<file path="config.mk">
export PLATFORM = sky130hd
export DESIGN_NAME = bus_rx_port
export DESIGN_NICKNAME = d
export VERILOG_FILES = /design/src/rtl/bus_rx_port.sv
export SDC_FILE = /design/constraint.sdc
export NUM_CORES = 1
export LEC_CHECK = 0
export CAP_MARGIN = 20
export CORE_ASPECT_RATIO = 1.4
export CORE_MARGIN = 2
export CORE_UTILIZATION = 55
export CTS_BUF_LIST = sky130_fd_sc_hd__clkbuf_16
export DETAILED_ROUTE_END_ITERATION = 10
export DONT_BUFFER_PORTS = 1
export PLACE_DENSITY = 0.73
export SYNTH_ARGS = -nofsm -noshare
export SYNTH_HDL_FRONTEND = slang
export SYNTH_SLANG_ARGS = --single-unit
</file>
<file path="constraint.sdc">
create_clock -name clk -period 1.9 [get_ports clk]
set_clock_uncertainty 0.05 [all_clocks]
set_input_delay 0.285 -clock clk [delete_from_list [all_inputs] [get_ports clk]]
set_output_delay 0.285 -clock clk [all_outputs]
set_load 0.05 [all_outputs]
</file>
<file path="src/rtl/bus_rx_port.sv">
// Receive endpoint of the shared tri-state bus: captures words from whichever single
// device holds the grant, tags them with the source, and queues them in a FWFT FIFO.
module bus_rx_port #(
  parameter int N     = 8,
  parameter int DEPTH = 4,
  localparam int AW   = $clog2(DEPTH)
) (
  input  logic          clk,
  input  logic          rst,
  input  logic [N-1:0]  bus_data,
  input  logic          grant1,
  input  logic          grant2,
  output logic [N-1:0]  out_data,
  output logic          out_src,
  output logic          out_valid,
  input  logic          out_ready,
  output logic          rx_full,
  output logic [AW:0]   level,
  output logic          ovf_err,
  output logic          col_err,
  input  logic          clr_err
);

  logic [N:0]    mem [DEPTH];
  logic [AW-1:0] wr_ptr;
  logic [AW-1:0] rd_ptr;

  logic cap;
  logic collide;
  logic pop;
  logic wr;
  logic ovf;

  // Flags come only from the registered level, so the controller sees no input-to-output path.
  assign out_valid = (level != '0);
  assign rx_full   = (level == (AW+1)'(DEPTH));

  assign cap     = grant1 ^ grant2;
  assign collide = grant1 & grant2;
  assign pop     = out_valid & out_ready;
  assign wr      = cap & (~rx_full | pop);
  assign ovf     = cap & rx_full & ~pop;

  assign out_data = mem[rd_ptr][N-1:0];
  assign out_src  = mem[rd_ptr][N];

  // Storage needs no reset: the pointers define which entries are meaningful.
  always_ff @(posedge clk) begin
    if (wr) begin
      mem[wr_ptr] <= {grant2, bus_data};
    end
  end

  always_ff @(posedge clk) begin
    if (rst) begin
      wr_ptr  <= '0;
      rd_ptr  <= '0;
      level   <= '0;
      ovf_err <= 1'b0;
      col_err <= 1'b0;
    end else begin
      if (wr) begin
        wr_ptr <= wr_ptr + AW'(1);
      end
      if (pop) begin
        rd_ptr <= rd_ptr + AW'(1);
      end
      if (wr && !pop) begin
        level <= level + (AW+1)'(1);
      end else if (pop && !wr) begin
        level <= level - (AW+1)'(1);
      end
      // A set event in the same cycle as clr_err wins.
      if (ovf) begin
        ovf_err <= 1'b1;
      end else if (clr_err) begin
        ovf_err <= 1'b0;
      end
      if (collide) begin
        col_err <= 1'b1;
      end else if (clr_err) begin
        col_err <= 1'b0;
      end
    end
  end

endmodule

</file>
; ---- Word level (Yosys, flattened, before mapping)
; Memories as Yosys holds them, arrays and structs flattened. A register that Yosys moved wholly into a read port is not among the register bits.
; Cells that the tools add are included.
[word_totals]
register_bits = 9
latchBits = 0
ram_bits = 36
rom_bits = 0
in_bits = 14
out_inout_bits = 16
elab_cells = 37
n_memories = 1
[op_classes]
add_sub_neg = 4
mul = 0
n_div = 0
n_lt_le_gt_ge = 0
n_eq_ne = 1
n_shift = 0
muxes = 9
n_bitwise = 9
reduce_logical = 8
[memory_table]
columns = memory, words, word_bits, rd, rd_clocked_by_memory_dff, wr, line_no
row1 = mem, 4, 9, 1, 1, 1, 24  ; logic [N:0] mem [DEPTH];
[op_table]
columns = op, n
row1 = 3-bit 2-to-1 mux, 2
row2 = 2-bit nonzero test, 3
row3 = 1-bit AND, 5
row4 = 1-bit 2-to-1 mux, 5
row5 = "2-bit by 1-bit adder with 2-bit output, second input constant", 2
row6 = 2-bit 2-to-1 mux, 2
row7 = "3-bit by 1-bit adder with 3-bit output, second input constant", 1
row8 = "3-bit equality test, second input constant", 1
row9 = 3-bit nonzero test, 1
row10 = "3-bit by 1-bit subtractor with 3-bit output, second input constant", 1
row11 = 1-bit logical AND, 2
row12 = 1-bit zero test, 2
row13 = 1-bit NOT, 2
row14 = 1-bit OR, 1
row15 = 1-bit bitwise XOR, 1

; ---- Longest topological paths before layout
; Gate-level depths: netlist (run 1).
[logic_depth]
depth_word = 8
ltp_mapped = 9

; ---- Least setup slack after synthesis (run 1)
; OpenSTA, ideal clock, no wires.
[synth_path]
path_kind = register to register
startpoint = register level[0]
endpoint = register level[2]
setup_time_ns = 0.071
arrival_time_ns = 2.322
required_ns = 1.779
path_slack_ns = -0.543
stages_incl_launch_ff = 10
n_path_buf = 1
cell_sequence = dfxtp_1 > nor4b_2 > nor2b_1 > buf_6 > ha_1 > inv_1 > fa_1 > xor2_1 > or3_1 > a21oi_1
[synth_between]
elab_chain_len = 7
[synth_lines]
columns = item, line_no
row1 = start: declaration, 18  ; output logic [AW:0] level,
row2 = start signal: assignment, 69  ; level <= level + (AW+1)'(1);
row3 = start signal: assignment, 71  ; level <= level - (AW+1)'(1);
row4 = 3-bit nonzero test or 3-bit equality test (tied branches), "35, 36"
row5 = 1-bit AND or 1-bit NOT (tied branches), "40, 41"
row6 = 1-bit OR (*), 41  ; assign wr = cap & (~rx_full | pop);
row7 = 1-bit AND (*), 41
row8 = net wr, 31  ; logic wr;
row9 = 1-bit zero test, 70  ; end else if (pop && !wr) begin
row10 = 1-bit logical AND, 70
row11 = 2-bit nonzero test (no source line), n/a
; The timed path passes the listed nets; every way through them passes the cells marked *. The select of a mux whose other input is x is not followed.
; A chain may end at the register's enable or synchronous reset.

; ---- Final worst setup path (run 1)
[layout_path]
startpoint = register level[2]
endpoint = register level[2]
[layout_between]
elab_chain_len = 7
[layout_lines]
columns = item, line_no
row1 = 3-bit nonzero test or 3-bit equality test (tied branches), "35, 36"
row2 = 1-bit AND or 1-bit NOT (tied branches), "40, 41"
row3 = 1-bit OR, 41
row4 = 1-bit AND, 41
row5 = 1-bit zero test, 70
row6 = 1-bit logical AND, 70
row7 = 2-bit nonzero test (no source line), n/a
; Several ways; a longest one is shown, not always the timed one. The select of a mux whose other input is x is not followed.

==> reports/qor.txt, run 1 <==
EDFF count, synth -> 36
met2 wire len -> 1700 um
Synth warnings -> 0
Seq/Total Area, Yosys -> 69.8%
final antenna-violating net count -> 0
largest net degree at the start of global routing -> 15
ratio of cells with drive above 1 in the final layout -> 34.2%
Slew @ Worst Pin -> 0.525 ns
antenna violations before repair -> 0
status -> finished with violations
met3 routed WL -> 235 um
Internal -> 2.13 mW
Reg clk slew, reported paths -> 0.06 ns
DR vias -> 945
Worst setup EP type -> flip-flop
Final Non-Filler Cells -> 157
worst-path fanout max -> 3
f_max -> 526 MHz
Root Buffer -> clkbuf_16
Required @ worst endpoint -> 2.06 ns
most common library cells after synthesis -> edfxtp_1, dfxtp_1, mux4_2, nor2_1, ha_1
Place WS -> -0.0986 ns
Std-Cell Rows -> 25
commonest register cell after synthesis -> edfxtp_1
clk buf depth -> 2
R2R setup slack -> -0.002 ns
Routed WL -> 3170 um
Synth async-reset ratio -> 0%
Logic pwr share -> 34.8%
drt drc -> 0
Core ar. -> 3320 um^2
post-synthesis register bit count -> 47
Port-buffer cells -> 0
Power, Total -> 3.34 mW
critical path arrival -> 2.06 ns
Max Used Layer -> met4
utilization after layout -> 65.2%
GR Overflow Total -> 0
Die W -> 53.2 um
PwrDens -> 1540 nW/um^2
RSZ-0062 raised after global routing -> yes
clock share of power -> 24.2%
vias per inst -> 6.02
DIE AREA -> 3880 um^2
placed instance count -> 147
DR pass1 iterations -> 4
htree depth -> 2
Clock Latency Late Sink -> 0.28 ns
# setup viols final -> 1
post-synth top area share -> 57.9%
failing checks -> negative setup slack
antenna cell count -> 0
GRT Total Usage -> 18.9%
Post-Syn Area -> 1870 um^2
DR iter-0 viols -> 41
vias in the first global route -> 984
main area contributors after synthesis -> edfxtp_1, dfxtp_1, mux4_2, ha_1, xor2_1
initial core utilization -> 56.3%
synth unique cells -> 26
Net Sw Power -> 1.21 mW
post-layout net count -> 137
die height -> 72.9 um
TNS Setup -> -0.00231 ns
Placed Area -> 2010 um^2
syn_area_per_cell -> 17.9 um^2
CTS buffer count -> 5
hold slack -> 0.0114 ns
Worst VDD drop -> 0.00104 V
first-pass GRT wire length -> 4900 um
Ports -> 30
switching part of the total power -> 36.2%
Yosys top cell by area -> edfxtp_1
wire length per cell after detailed routing -> 20.2 um
slew margin rel. -> 64.9%
hold crit path type -> in2reg
part of the power in registers -> 41.0%
met1 WL -> 1170 um
leakage -> 0.759 nW
Mapped Cells -> 104
top-count cell post-synth -> edfxtp_1
kind of critical path -> reg2reg
CTS tree -> built
gpl congestion -> 0.693
Setup WS post-layout -> -0.00231 ns
CP startpoint kind -> flip-flop
cell area after layout -> 2160 um^2
min Tclk post-route -> 1.90 ns
CTS sink cnt -> 47
DP HPWL -> 2160 um
max-slew violations -> 0
max-cap violations -> 0
Area Growth Syn to Fin -> 15.9%
final hold vios -> 0
Tcrit/Tclk final -> 100%
Mapped Nets -> 125
==> layout make-up <==
| cell class | instances | area, um^2 |
|---|---|---|
| Clock buffer | 5 | 125 |
| Clock inverter | 3 | 12.5 |
| Fill cell | 256 | 1150 |
| Inverter | 4 | 15.0 |
| Multi-Input combinational cell | 49 | 576 |
| Sequential cell | 47 | 1310 |
| Tap cell | 40 | 50.0 |
| Timing Repair Buffer | 9 | 71.3 |
==> registers in the layout, indices dropped and copies added, names as in the netlist, named ones only <==
register	count
col_err	1
level	3
rd_ptr	2
mem	36
ovf_err	1
wr_ptr	2
==> metal layers <==
metal	track usage [%]	up-vias
li1	-	415
met3	6.97	9
met5	0	-
met2	31.6	44
met4	8.83	0
met1	20.8	477
==> timing repair <==
action | in CTS | in global routing
endpoints found under the setup margin | 2 | 1
pin swaps | 1 | 1
resized for setup | 1 | 0
endpoints found under the hold margin | 0 | 0
hold buffers | 0 | 0
setup buffers | 1 | 1
==> kinds of logic (layout without fill, tap and decap cells) <==
group                    count (synthesis)  after routing  synth area share [%]
XOR/XNOR                                 4              4                  1.88
buffers and inverters                    8             21                  2.08
AND/OR/NAND/NOR                         20             20                  6.37
adder cells (fa/ha/maj)                  7              7                  5.10
multiplexers                            12             12                  12.7
flip-flops                              47             47                  69.8
AO/OA/AOI/OAI                            6              6                  2.08
==> worst max-delay path: stages (launching register included) <==
cell	delay, ns
dfxtp_4	0.35
o31ai_4	0.29
ha_4	0.18
inv_2	0.03
fa_2	0.33
xor2_1	0.16
or3_1	0.31
a21oi_1	0.13
==> placed cells by master, fill, tap and decap left out, types with 2 or more instances in the layout <==
cell type / instances
edfxtp_1: 36
clkbuf_16: 5
ha_1: 5
a21oi_1: 2
xor2_1: 4
nand2b_1: 2
and2_2: 4
dfxtp_1: 8
buf_4: 8
nor2_1: 9
mux4_2: 9
mux2i_1: 2
inv_1: 4
dfxtp_4: 3
==> path summary, 6_finish.rpt <==
path / start / endpoint / cells past startpoint
max: level[2] / level[2] / 7
min: rst / level[1] / 1
max reg2reg: level[2] / level[2] / 7
min reg2reg: wr_ptr[1] / wr_ptr[1] / 2
==> power by group through the flow <==
stage	clock [mW]	sequential, mW	combinational, mW
global route	0.857	1.38	1.23
detailed placement	0	1.38	1.14
CTS	0.811	1.37	1.17
floorplan	0	1.45	0.892
finish	0.807	1.37	1.16
global placement	0	1.37	1.11
Note: power is estimated with default switching activity, not from simulation.
==> run 2: changes to the inputs <==
- CORE_UTILIZATION: 55 -> 35
- PLACE_DENSITY: 0.73 -> unset
==> reports/qor.txt, run 2 (synthesis gave the netlist of run 1 again) <==
f_max -> 523 MHz (-0.58%)
drt drc -> 0 (unchanged)
Ports -> 30 (unchanged)
Register Area -> 1310 um^2 (unchanged)
placed instance count -> 173 (+18%)
CP startpoint kind -> flip-flop
antenna violations before repair -> 0 (unchanged)
Port-buffer cells -> 0 (unchanged)
commonest cells after routing, fill and taps aside -> edfxtp_1, buf_4, mux4_2, nor2_1, dfxtp_1
Root Buffer -> clkbuf_16
min Tclk post-route -> 1.91 ns (+0.0110 ns)
Worst setup EP type -> flip-flop
vias in the first global route -> 981 (-0.30%)
worst-path fanout max -> 4 (+1)
ratio of cells with drive above 1 in the final layout -> 37.5% (+3.3 points)
gpl congestion -> 0.719 (+3.8%)
leakage -> 0.782 nW (+3.1%)
DIE AREA -> 5940 um^2 (+53%)
hold crit path type -> in2reg
antenna cell count -> 0 (unchanged)
Routed WL -> 3100 um (-2.2%)
largest net degree at the start of global routing -> 17 (+2)
GR Overflow Total -> 0 (unchanged)
# setup viols final -> 1 (unchanged)
Largest regs -> mem (36), level (3)
first-pass GRT wire length -> 5090 um (+3.8%)
CTS sink cnt -> 47 (unchanged)
RSZ-0062 raised after global routing -> yes
max FFs per register -> 36 (unchanged)
max-cap violations -> 0 (unchanged)
CTS tree -> built
Reg clk slew, reported paths -> 0.07 ns (about the same)
htree depth -> 2 (unchanged)
DR iter-0 viols -> 44 (+7.3%)
area occupied by multi-input gates -> 576 um^2 (unchanged)
final hold vios -> 0 (unchanged)
Area Growth Syn to Fin -> 20.5%
clk buf depth -> 2 (unchanged)
die height -> 90.4 um (+24%)
CTS buffer count -> 5 (unchanged)
vias per inst -> 4.82 (-20%)
Std-Cell Rows -> 31 (+24%)
Die W -> 65.7 um (+23%)
kind of critical path -> reg2reg
critical path arrival -> 2.08 ns (+0.02 ns)
initial core utilization -> 36.2% (-20 points)
commonest non-fill, non-tap cell in the layout -> edfxtp_1
Tcrit/Tclk final -> 101% (+0.58 points)
slew margin rel. -> 66.0% (+1.0 points)
Setup WS post-layout -> -0.0133 ns (-0.0110 ns)
DP HPWL -> 2200 um (+2.1%)
Fillers -> 456 (+78%)
status -> finished with violations
DR pass1 iterations -> 2 (-2)
post_cts resized -> 0 (-1)
failing checks -> negative setup slack
DR vias -> 896 (-5.2%)
Required @ worst endpoint -> 2.07 ns (about the same)
utilization after layout -> 43.6% (-22 points)
PwrDens -> 1570 nW/um^2 (+1.3%)
post-layout net count -> 140 (+2.2%)
Final Non-Filler Cells -> 186 (+18%)
max-slew violations -> 0 (unchanged)
Largest Register -> mem
final antenna-violating net count -> 0 (unchanged)
wire length per cell after detailed routing -> 16.7 um (-17%)
Clock Latency Late Sink -> 0.28 ns (about the same)
Core ar. -> 5160 um^2 (+56%)
Power, Total -> 3.52 mW (+5.3%)
GRT Total Usage -> 11.9% (-6.9 points)
Slew @ Worst Pin -> 0.510 ns (-0.0157 ns)
Worst VDD drop -> 0.000760 V (-27%)
==> run 2: worst max-delay path: stages, from the launching register on <==
cell	delay [ns]
dfxtp_4	0.36
o31ai_4	0.31
ha_4	0.18
inv_2	0.03
fa_2	0.32
xor2_1	0.15
or3_1	0.31
a21oi_1	0.12
==> run 2: path summary, 6_finish.rpt <==
kind | from | to | slack, ns | depth (start not counted)
worst max-delay path | level[1] | level[2] | -0.01 | 7
worst min-delay path | rst | level[2] | 0.001 | 1
worst max register to register | level[1] | level[2] | -0.01 | 7
worst min register to register | wr_ptr[1] | wr_ptr[1] | 0.48 | 2
==> run 2: area by class of cell <==
type,instances,share of cell area (%)
multi-input combinational,49,25.6
inverter,4,0.668
clock buffer,5,5.57
clock inverter,3,2.06
timing repair buffer,12,4.01
sequential,47,58.4
tap,66,3.67
==> run 2: report_power, final <==
part | leakage [nW] | total, mW | switching, mW | internal [mW]
Combinational | 0.279 | 1.17 | 0.769 | 0.400
Clock | 0.0804 | 0.989 | 0.364 | 0.624
Sequential | 0.423 | 1.36 | 0.0978 | 1.26
==> run 2: timing repair <==
action,4_1_cts,5_1_grt
setup endpoints to repair,1,2
setup buffers,3,2
pin swaps,2,0
hold endpoints to repair,2,2
==> run 2: per-layer routing <==
metal | vias up | GRT usage, % | wire length [um]
li1 | 421 | - | -
met1 | 440 | 10.9 | 1040
met2 | 28 | 22.4 | 1790
met3 | 7 | 4.36 | 205
met4 | 0 | 5.21 | 62
met5 | - | 0 | 0
==> run 2: metrics by stage <==
step	instance area, um^2	hold WS, ns	worst slack [ns]	setup TNS (ns)
after floorplan	1930	0.334	-0.0635	-0.0635
after global placement	2040	0.296	-0.000403	-0.000403
after detailed placement	2040	0.300	-0.0483	-0.0483
after CTS	2230	-0.00251	-0.0267	-0.0267
after global routing	2250	-0.00982	-0.0786	-0.105
final	2250	0.00111	-0.0133	-0.0133
